<file path="config.mk">
export PLATFORM = sky130hd
export DESIGN_NAME = mem_access_ctrl
export DESIGN_NICKNAME = d
export VERILOG_FILES = /design/src/rtl/mem_access_pkg.sv /design/src/rtl/mem_access_ctrl_sat_counter.sv /design/src/rtl/mem_access_ctrl.sv
export SDC_FILE = /design/constraint.sdc
export NUM_CORES = 1
export LEC_CHECK = 0
export ABC_CLOCK_PERIOD_IN_PS = 1900
export BUFFER_PORTS_ARGS = -buffer_cell sky130_fd_sc_hd__buf_4
export CAP_MARGIN = 20
export CORE_MARGIN = 2
export CORE_UTILIZATION = 44
export DETAILED_ROUTE_END_ITERATION = 16
export GPL_ROUTABILITY_DRIVEN = 0
export HOLD_SLACK_MARGIN = 0.08
export PLACE_DENSITY = 0.78
export REMOVE_ABC_BUFFERS = 1
export SYNTH_ARGS = -nofsm -noshare
export SYNTH_HDL_FRONTEND = slang
export SYNTH_SLANG_ARGS = --single-unit
export TNS_END_PERCENT = 50
</file>
<file path="constraint.sdc">
create_clock -name clk -period 1.9 [get_ports clk]
set_input_delay 0.19 -clock clk [delete_from_list [all_inputs] [get_ports clk]]
set_output_delay 0.19 -clock clk [all_outputs]
set_load 0.05 [all_outputs]
</file>
<file path="src/rtl/mem_access_pkg.sv">
// Shared types and default sizing for the main-memory bus initiator.
package mem_access_pkg;

  localparam int ADDR_W_DEF    = 16;
  localparam int DATA_W_DEF    = 16;
  localparam int MEM_DEPTH_DEF = 16384;
  localparam int STAT_W        = 16;

  typedef enum logic [2:0] {
    IDLE    = 3'd0,
    RD_ADDR = 3'd1,
    RD_DATA = 3'd2,
    WR      = 3'd3,
    RESP    = 3'd4
  } state_t;

endpackage

</file>
<file path="src/rtl/mem_access_ctrl_sat_counter.sv">
// Width-parameterised up counter that sticks at all-ones instead of wrapping.
module sat_counter #(
  parameter int W = 16
) (
  input  logic         clk,
  input  logic         reset_n,
  input  logic         i_inc,
  output logic [W-1:0] o_count
);

  logic [W-1:0] r_count;

  always_ff @(posedge clk or negedge reset_n) begin
    if (!reset_n) begin
      r_count <= '0;
    end else if (i_inc && (r_count != {W{1'b1}})) begin
      r_count <= r_count + 1'b1;
    end
  end

  assign o_count = r_count;

endmodule

</file>
<file path="src/rtl/mem_access_ctrl.sv">
// Single-outstanding load/store initiator for the main memory (registered-read SRAM).
// Optional transaction counters are built when MEM_ACCESS_STATS_EN is defined.
import mem_access_pkg::*;

module mem_access_ctrl #(
  parameter int ADDR_W    = ADDR_W_DEF,
  parameter int DATA_W    = DATA_W_DEF,
  parameter int MEM_DEPTH = MEM_DEPTH_DEF
) (
  input  logic              clk,
  input  logic              reset_n,
  input  logic              req_valid,
  output logic              req_ready,
  input  logic              req_write,
  input  logic [ADDR_W-1:0] req_addr,
  input  logic [DATA_W-1:0] req_wdata,
  output logic              rsp_valid,
  input  logic              rsp_ready,
  output logic [DATA_W-1:0] rsp_rdata,
  output logic              rsp_err,
  output logic [ADDR_W-1:0] mem_addr,
  output logic [DATA_W-1:0] mem_wdata,
  output logic              mem_we,
  input  logic [DATA_W-1:0] mem_rdata,
`ifdef MEM_ACCESS_STATS_EN
  output logic [STAT_W-1:0] stat_reads,
  output logic [STAT_W-1:0] stat_writes,
  output logic [STAT_W-1:0] stat_errs,
`endif
  output logic              busy
);

  // One extra bit so a depth equal to 2**ADDR_W does not truncate to zero.
  localparam logic [ADDR_W:0] DEPTH_CMP = (ADDR_W + 1)'(MEM_DEPTH);

  state_t            r_state;
  state_t            w_state_next;
  logic              w_accept;
  logic              w_oor;
  logic              w_rsp_hs;
  logic [DATA_W-1:0] r_rsp_rdata;
  logic              r_rsp_err;
  logic [ADDR_W-1:0] r_mem_addr;
  logic [DATA_W-1:0] r_mem_wdata;
  logic              r_mem_we;

  assign w_accept = (r_state == IDLE) && req_valid;
  assign w_oor    = ({1'b0, req_addr} >= DEPTH_CMP);
  assign w_rsp_hs = (r_state == RESP) && rsp_ready;

  always_ff @(posedge clk or negedge reset_n) begin
    if (!reset_n) begin
      r_state <= IDLE;
    end else begin
      r_state <= w_state_next;
    end
  end

  always_comb begin
    w_state_next = r_state;
    case (r_state)
      IDLE: begin
        if (req_valid) begin
          if (w_oor)          w_state_next = RESP;
          else if (req_write) w_state_next = WR;
          else                w_state_next = RD_ADDR;
        end
      end
      RD_ADDR: w_state_next = RD_DATA;
      RD_DATA: w_state_next = RESP;
      WR:      w_state_next = RESP;
      RESP:    if (rsp_ready) w_state_next = IDLE;
      default: w_state_next = IDLE;
    endcase
  end

  // Memory-side address/data are loaded at accept so they are already stable
  // in RD_ADDR/WR; an out-of-range request leaves them untouched.
  always_ff @(posedge clk or negedge reset_n) begin
    if (!reset_n) begin
      r_rsp_rdata <= '0;
      r_rsp_err   <= 1'b0;
      r_mem_addr  <= '0;
      r_mem_wdata <= '0;
      r_mem_we    <= 1'b0;
    end else begin
      r_mem_we <= 1'b0;
      if (w_accept) begin
        r_rsp_err   <= w_oor;
        r_rsp_rdata <= '0;
        if (!w_oor) begin
          r_mem_addr <= req_addr;
          if (req_write) begin
            r_mem_wdata <= req_wdata;
            r_mem_we    <= 1'b1;
          end
        end
      end
      if (r_state == RD_DATA) begin
        r_rsp_rdata <= mem_rdata;
      end
    end
  end

  assign req_ready = (r_state == IDLE);
  assign rsp_valid = (r_state == RESP);
  assign busy      = (r_state != IDLE);
  assign rsp_rdata = r_rsp_rdata;
  assign rsp_err   = r_rsp_err;
  assign mem_addr  = r_mem_addr;
  assign mem_wdata = r_mem_wdata;
  assign mem_we    = r_mem_we;

`ifdef MEM_ACCESS_STATS_EN
  logic r_write;

  always_ff @(posedge clk or negedge reset_n) begin
    if (!reset_n) begin
      r_write <= 1'b0;
    end else if (w_accept) begin
      r_write <= req_write;
    end
  end

  sat_counter #(.W(STAT_W)) u_stat_reads (
    .clk     (clk),
    .reset_n (reset_n),
    .i_inc   (w_rsp_hs && !r_rsp_err && !r_write),
    .o_count (stat_reads)
  );

  sat_counter #(.W(STAT_W)) u_stat_writes (
    .clk     (clk),
    .reset_n (reset_n),
    .i_inc   (w_rsp_hs && !r_rsp_err && r_write),
    .o_count (stat_writes)
  );

  sat_counter #(.W(STAT_W)) u_stat_errs (
    .clk     (clk),
    .reset_n (reset_n),
    .i_inc   (w_rsp_hs && r_rsp_err),
    .o_count (stat_errs)
  );
`else
  logic w_unused_hs;
  assign w_unused_hs = w_rsp_hs;
`endif

endmodule

</file>
# == After elaboration in Yosys (flattened, before gate mapping) ==
# Index checks and enable logic that the tools add are counted.
# word_totals
regBits,53
input_bits,53
out_inout_bits,53
# classes
order_cmp,1
n_eq_ne,6
muxes,10
n_bitwise,1
n_reduce_logical,8
# op_table
cell,n
16-bit 2-to-1 mux,2
"16-bit by 15-bit >= comparator with 1-bit output, second input constant",1
3-bit case mux with 4 select lines,1
3-bit 2-to-1 mux,3
"3-bit by 2-bit equality test with 1-bit output, second input constant",2
2-bit AND reduction,2
"3-bit by 1-bit equality test with 1-bit output, second input constant",1
"3-bit equality test, second input constant",1
3-bit zero test,1
1-bit 2-to-1 mux,3
3-bit AND reduction,1
3-bit nonzero test,1
2-bit 2-to-1 mux,1
"2-bit by 1-bit inequality test with 1-bit output, second input constant",1
"2-bit inequality test, second input constant",1
2-bit nonzero test,1
2-bit OR reduction,1
1-bit logical AND,1
1-bit NOT,1

# == Logic depth before layout (Yosys ltp) ==
# Gate-level depths: netlist of run 1.
# logic_depth
word_depth,4
depth_mapped,4
depth_no_buf,3

# == Least setup slack after synthesis of run 1 ==
# OpenSTA, ideal clock, no wires.
# synth_timing
path_kind,register -> output
from,reg r_state[2]
to,out busy
arrival_time_ns,2.177
required_ns,1.710
slack_ns,-0.467
path_stages_with_launch,3
cell_sequence,dfrtp_1 -> nor3_1 -> inv_1
# synth_via
elab_chain_len,1
# synth_lines
element,line,text
"start, declared",mem_access_ctrl.sv:36,state_t r_state;
"start signal, assigned",mem_access_ctrl.sv:55,r_state <= w_state_next;
3-bit nonzero test,mem_access_ctrl.sv:107,assign busy = (r_state != IDLE);
"end, declared",mem_access_ctrl.sv:30,output logic busy
# No other way between the ends.

# == Final worst setup path of run 1 ==
# layout_timing
from,reg r_state[2]
to,reg r_mem_wdata[14] (netlist: mem_wdata[14])
# layout_via
elab_chain_len,3
# layout_lines
element,line,text
3-bit zero test,mem_access_ctrl.sv:47,assign w_accept = (r_state == IDLE) && req_valid;
1-bit logical AND,mem_access_ctrl.sv:47,
3-bit AND reduction (no line),--,
"end signal, assigned",mem_access_ctrl.sv:94,r_mem_wdata <= req_wdata;
"end, declared",mem_access_ctrl.sv:44,logic [DATA_W-1:0] r_mem_wdata;
# No other way between the ends.
# A chain may end at the register's enable or synchronous reset.

==> flow_summary.toml, run 1 <==
[route]
post_drt_via_cell_ratio = 5.12
totalWireLength_mm = 4.40
post_drt_wl_per_cell_um = 15.2
initialDrtViolationCount = 77
1st_pass_router_iterations = 4
post-route-drc-count = 0
vias = 1479
detail-route-antenna-nets = 0

[clock_tree]
clk_pin_slew_worst_paths_ps = 80
cts_setup_buffers = 0
ctsHtreeMaxLevel = 2
cts_buffer_depth = 2
clock-sinks = 53
clock_latency_ps = 290
cts_tree = "yes"
cts-root-buf = "clkbuf_8"
numCtsBuffers = 5

[pwr]
p_sw_share_pct = 45.7
report.power.total_uw = 4800
power.combinational.fraction_pct = 52.7
net_switching_power_figure_uw = 2190
power-per-cell-area_mw_per_mm2 = 1620
seq_power_share_pct = 35.1
share_clk_of_total_power_pct = 12.2
vdd_ir_drop_max_uv = 933
cellInternalPower_uw = 2610
p_leak_uw = 0.00157

[floorplanning]
start_util_pct = 46.2
boundaryPins = 106
die-height_um = 71.9
core_area_mm2 = 0.00438
fp.dieW_um = 71.9
floorplan.rows = 24
design.die.area_mm2 = 0.00516

[synthesis]
synth_top_family_by_area = "multiplexers"
yosys.area_share.adder_pct = 0
synth_simple_gate_area_share_pct = 5.06
synthDominantAreaCellType = "dfrtp_1"
synth_area_in_compound_gates_pct = 8.46
netlist-cell-type-count = 20
multiplexer_share_of_the_synthesized_area_pct = 18.3
ys_async_sr_fraction_pct = 100
netlist_instances = 124
post_synth_xor_area_fraction_pct = 0
synthesis.area_per_instance_um2 = 16.3
count_of_flip_flops_with_a_built_in_enable_after_synthesis = 0
synth-main-ff-cell = "dfrtp_1"
ys_seq_area_share_pct = 65.5
synth_top_cells_by_count = "dfrtp_1, mux2_2, a22o_1"
yosys.cell_count.top_type = "dfrtp_1"
yosys_warnings = 0
synth_top_cells_by_area = "dfrtp_1, mux2_2, a22o_1, mux2_4, nor4b_4"
top_area_cell_type_share_of_the_netlist_area_pct = 65.5
syn_area_mm2 = 0.00203
ys_seq_elements = 53

[finish]
layout-drive-gt1-share_pct = 62.4
final_net_count = 289
final.fill_count = 339
sequential_cell_area_mm2 = 0.00133
flow.area_growth_from_synthesis_pct = 46.3
diodes = 0
area_taken_by_multi_input_logic_gates_um2 = 648

[timing]
worst_slack_ps = 243
fmaxAchievable_mhz = 603
finalWorstPathRequiredPeriod_ps = 1660
max_slew_margin_pct = 56.6
worst_pin_slew_ps = 651
final.setup_skew_ps = 3.37
report.final.hold_viol_count = 0
timing.final.setup_violations = 0
timing_max_transition_violations_final = 0
final.period_utilization_pct = 87.2
rsz0062_at_grt = "no"

[worst_setup_path]
timing_worst_setup_path_type = "reg2reg"
critical_path_arrival_ps = 1840
cp_data_required_time_ps = 2080
crit_path_start_kind = "flip-flop"
critPathMaxFanout = 17
setup.worst_path.end_class = "flip-flop"

[flow_run]
max_cap_violations = 0

[global_route]
grt.overflow.total = 0
grt_pass1_wl_mm = 6.90
grt_pass1_vias = 1501
groute.usage.overall_pct = 17.3
maximum_number_of_pins_on_one_net_before_global_route_repair = 54
antenna_found_initial = 0

[placement]
portBuffers = 105
dp_slack_ps = 125
dp_hpwl_mm = 3.21

[outcome]
status = "complete, no violations"

[hold_path]
hp-class = "in2reg"
[final cells by class]
cell class / instances / area share [%]
Multi-Input combinational cell: 61 / 21.9
Timing Repair Buffer: 109 / 27.7
Inverter: 6 / 0.760
Clock buffer: 8 / 2.70
Tap cell: 52 / 2.20
Sequential cell: 53 / 44.8
[metal layers]
metal	part of all wire (%)	up-vias	GRT usage [%]	wire length (um)
li1	-	667	-	-
met1	42	727	22.5	1850
met2	46	76	26.3	2040
met3	10	9	7.17	453
met4	1.4	0	6.08	62
met5	0	-	0	0
[registers in the layout (all words and copies together), names as in the netlist]
name and cells:
mem_addr 16, rsp_rdata 16, rsp_err 1, r_state 3, mem_wdata 16, mem_we 1
[timing repair]
action,CTS,global route
hold buffers,1,0
endpoints found under the setup margin,0,11
resized for setup,0,1
hold endpoints to repair,53,0
[power groups by stage]
stage / clock [uW] / sequential (uW) / combinational (uW)
2_1_floorplan: 0 / 2910 / 506
3_3_place_gp: 0 / 1690 / 2520
3_5_place_dp: 0 / 1710 / 2550
4_1_cts: 621 / 1690 / 2550
5_1_grt: 650 / 1730 / 2630
6_report: 587 / 1680 / 2530
[through the flow]
stage | cells | hold slack [ps] | setup TNS (ps) | utilization [%] | cell area [um^2]
3_5_place_dp | 280 | 268 | 0 | 65.5 | 2870
6_report | 289 | 115 | 0 | 67.6 | 2960
3_3_place_gp | 280 | 262 | 0 | 65.5 | 2870
2_1_floorplan | 120 | -106 | -511 | - | 1990
4_1_cts | 289 | 103 | 0 | 67.5 | 2960
5_1_grt | 289 | 97.9 | 0 | 67.6 | 2960
[kinds of logic (layout without fill, tap and decap cells)]
kind of cell	after synthesis	after routing
buffers and inverters	10	123
multiplexers	30	30
flip-flops	53	53
AO/OA/AOI/OAI	20	20
AND/OR/NAND/NOR	11	11
[worst paths after layout]
| path | start | to | slack, ps | cells after the start |
|---|---|---|---|---|
| worst max-delay path | r_state[2]$_DFFE_PN0P_ | mem_wdata[14]$_DFFE_PN0P_ | 240 | 3 |
| worst min-delay path | mem_rdata[0] | rsp_rdata[0]$_DFFE_PN0P_ | 110 | 2 |
| worst max register to register | r_state[2]$_DFFE_PN0P_ | mem_wdata[14]$_DFFE_PN0P_ | 240 | 3 |
| worst min register to register | rsp_rdata[5]$_DFFE_PN0P_ | rsp_rdata[5]$_DFFE_PN0P_ | 500 | 1 |
| max in group asynchronous | reset_n | mem_addr[8]$_DFFE_PN0P_ | 990 | 2 |
| min in group asynchronous | reset_n | mem_we$_DFF_PN0_ | 480 | 2 |
[cells in the final DEF, fill, tap and decap left out, drive strengths merged]
cell	netlist	layout
buf	3	108
nor4b	1	1
a22o	16	16
nor3b	2	2
dlygate4sd3	0	1
nor3	2	2
nand2	1	1
mux2	30	30
dfrtp	53	53
o21a	1	1
a31oi	1	1
clkbuf	1	8
inv	6	6
nor2	2	2
nand3	1	1
o2bb2ai	1	1
and2	2	2
o31a	1	1
[critical path: stages, from the launching register on]
cell	delay, ps
dfrtp_1	470
nor4b_4	370
nand3_4	310
mux2_4	390
Note: power is estimated with default switching activity, not from simulation.
==> run 2, diff against run 1 <==
--- a/config.mk
+++ b/config.mk
@@ -5,15 +5,15 @@
 export SDC_FILE = /design/constraint.sdc
 export NUM_CORES = 1
 export LEC_CHECK = 0
-export ABC_CLOCK_PERIOD_IN_PS = 1900
+export ABC_CLOCK_PERIOD_IN_PS = 2100
 export BUFFER_PORTS_ARGS = -buffer_cell sky130_fd_sc_hd__buf_4
 export CAP_MARGIN = 20
 export CORE_MARGIN = 2
-export CORE_UTILIZATION = 44
+export CORE_UTILIZATION = 48
 export DETAILED_ROUTE_END_ITERATION = 16
 export GPL_ROUTABILITY_DRIVEN = 0
 export HOLD_SLACK_MARGIN = 0.08
-export PLACE_DENSITY = 0.78
+export PLACE_DENSITY = 0.84
 export REMOVE_ABC_BUFFERS = 1
 export SYNTH_ARGS = -nofsm -noshare
 export SYNTH_HDL_FRONTEND = slang
==> constraint.sdc (replaced) <==
create_clock -name clk -period 2.1 [get_ports clk]
set_input_delay 0.21 -clock clk [delete_from_list [all_inputs] [get_ports clk]]
set_output_delay 0.21 -clock clk [all_outputs]
set_load 0.05 [all_outputs]
==> flow_summary.toml, run 2 (synthesis gave the netlist of run 1 again) <==
[route]
post_drt_wl_per_cell_um = 15.9
post_drt_via_cell_ratio = 5.07
detail-route-antenna-nets = 0
post-route-drc-count = 0
initialDrtViolationCount = 87
1st_pass_router_iterations = 4
totalWireLength_mm = 4.54
vias = 1449

[finish]
final_cell_count_no_fill = 286
final_net_count = 288
non_filler_cell_area_final_mm2 = 0.00296
mostFrequentLayoutCells = "buf_4, dfrtp_1, mux2_2, a22o_1, mux2_4"
diodes = 0
sequential_cell_area_mm2 = 0.00133
final.fill_count = 299
area_taken_by_multi_input_logic_gates_um2 = 652
flow.area_growth_from_synthesis_pct = 46.0
layout-drive-gt1-share_pct = 61.9
layout_commonest_cell = "buf_4"
finalCoreUtilization_pct = 73.4

[worst_setup_path]
cp_data_required_time_ps = 2290
critical_path_arrival_ps = 2020
crit_start = "r_state[2]$_DFFE_PN0P_"
register_to_register_setup_slack_ps = 270
rr_startpoint = "r_state[2]$_DFFE_PN0P_"
crit_path_start_kind = "flip-flop"
setup.worst_path.end_class = "flip-flop"
critPathMaxFanout = 17
timing_worst_setup_path_type = "reg2reg"

[clock_tree]
clock-sinks = 53
cts-root-buf = "clkbuf_8"
cts_tree = "yes"
clk_pin_slew_worst_paths_ps = 90
ctsHtreeMaxLevel = 2
numCtsBuffers = 5
clock_latency_ps = 300
cts_buffer_depth = 2

[floorplanning]
design.die.area_mm2 = 0.00476
fp.dieW_um = 69.0
floorplan.rows = 23
boundaryPins = 106
core_area_mm2 = 0.00403
start_util_pct = 50.3
die-height_um = 69.0

[placement]
placed_cell_area_mm2 = 0.00285
dp_cells = 275
dp_hpwl_mm = 3.34
dp_slack_ps = -141
portBuffers = 105

[pwr]
p_leak_uw = 0.00156
power-per-cell-area_mw_per_mm2 = 1470
vdd_ir_drop_max_uv = 804

[hold_path]
worst_hold_startpoint = "req_wdata[11]"
hp-class = "in2reg"

[timing]
fmaxAchievable_mhz = 545
final.setup_skew_ps = 4.17
timing.final.setup_violations = 0
final.period_utilization_pct = 87.3
rsz0062_at_grt = "no"
timing_max_transition_violations_final = 0
report.final.hold_viol_count = 0
max_slew_margin_pct = 29.7
worst_pin_slew_ps = 1050
finalWorstPathRequiredPeriod_ps = 1830
timing.hold.ws_ps = 133
worst_slack_ps = 267

[global_route]
groute.usage.overall_pct = 19.8
grt_pass1_vias = 1477
maximum_number_of_pins_on_one_net_before_global_route_repair = 54
grt.overflow.total = 0
antenna_found_initial = 0
grt_pass1_wl_mm = 6.67

[flow_run]
max_cap_violations = 0

[outcome]
status = "complete, no violations"
## run 2: cell count changes in the layout (fill, tap and decap cells not counted), sizes merged
cell | previous run | this run
buf | 108 | 107
## run 2: repair_timing
| action | in CTS | in global routing |
|---|---|---|
| hold buffers | 1 | 0 |
| endpoints found under the hold margin | 53 | 0 |
| endpoints found under the setup margin | 16 | 1 |
| pin swaps | 0 | 0 |
| buffers inserted | 0 | 2 |
| resized for setup | 1 | 0 |
## run 2: path summary, 6_finish.rpt
path,to,cells after the start
worst min register to register,mem_addr[14]$_DFFE_PN0P_,1
worst max-delay path,mem_wdata[14]$_DFFE_PN0P_,3
worst min-delay path,mem_wdata[11]$_DFFE_PN0P_,2
max in group asynchronous,mem_addr[0]$_DFFE_PN0P_,2
min in group asynchronous,mem_we$_DFF_PN0_,2
worst max register to register,mem_wdata[14]$_DFFE_PN0P_,3
## run 2: through the flow
step | total power, uW | TNS [ps]
2_1_floorplan | 3090 | -287
3_3_place_gp | 3800 | 0
3_5_place_dp | 3850 | -1840
4_1_cts | 4390 | 0
5_1_grt | 4560 | 0
6_report | 4360 | 0
## run 2: layout make-up
| type | count | share of cell area [%] |
|---|---|---|
| sequential | 53 | 44.9 |
| tap | 50 | 2.12 |
| multi-input combinational | 61 | 22.0 |
| clock buffer | 8 | 2.71 |
| timing repair buffer | 108 | 27.5 |
| inverter | 6 | 0.762 |
## run 2: per-layer routing
layer  vias to the layer above  routed length, um  track usage [%]  share of wire [%]
li1                        666                  -                -                  -
met3                         9                455             6.49                 10
met4                         0                 92             9.80                2.0
met2                        68               2240             33.1                 49
met5                         -                  0                0                  0
met1                       706               1760             22.9                 39
## run 2: critical path: stages, from the launching register on
cell     delay (ps)
dfrtp_1         480
nor4b_4         510
nand3_4         340
mux2_4          390
## run 2: report_power, final
group | internal [uW] | switching, uW
Combinational | 781 | 1520
Clock | 237 | 300
Sequential | 1340 | 184
Total | 2360 | 2000
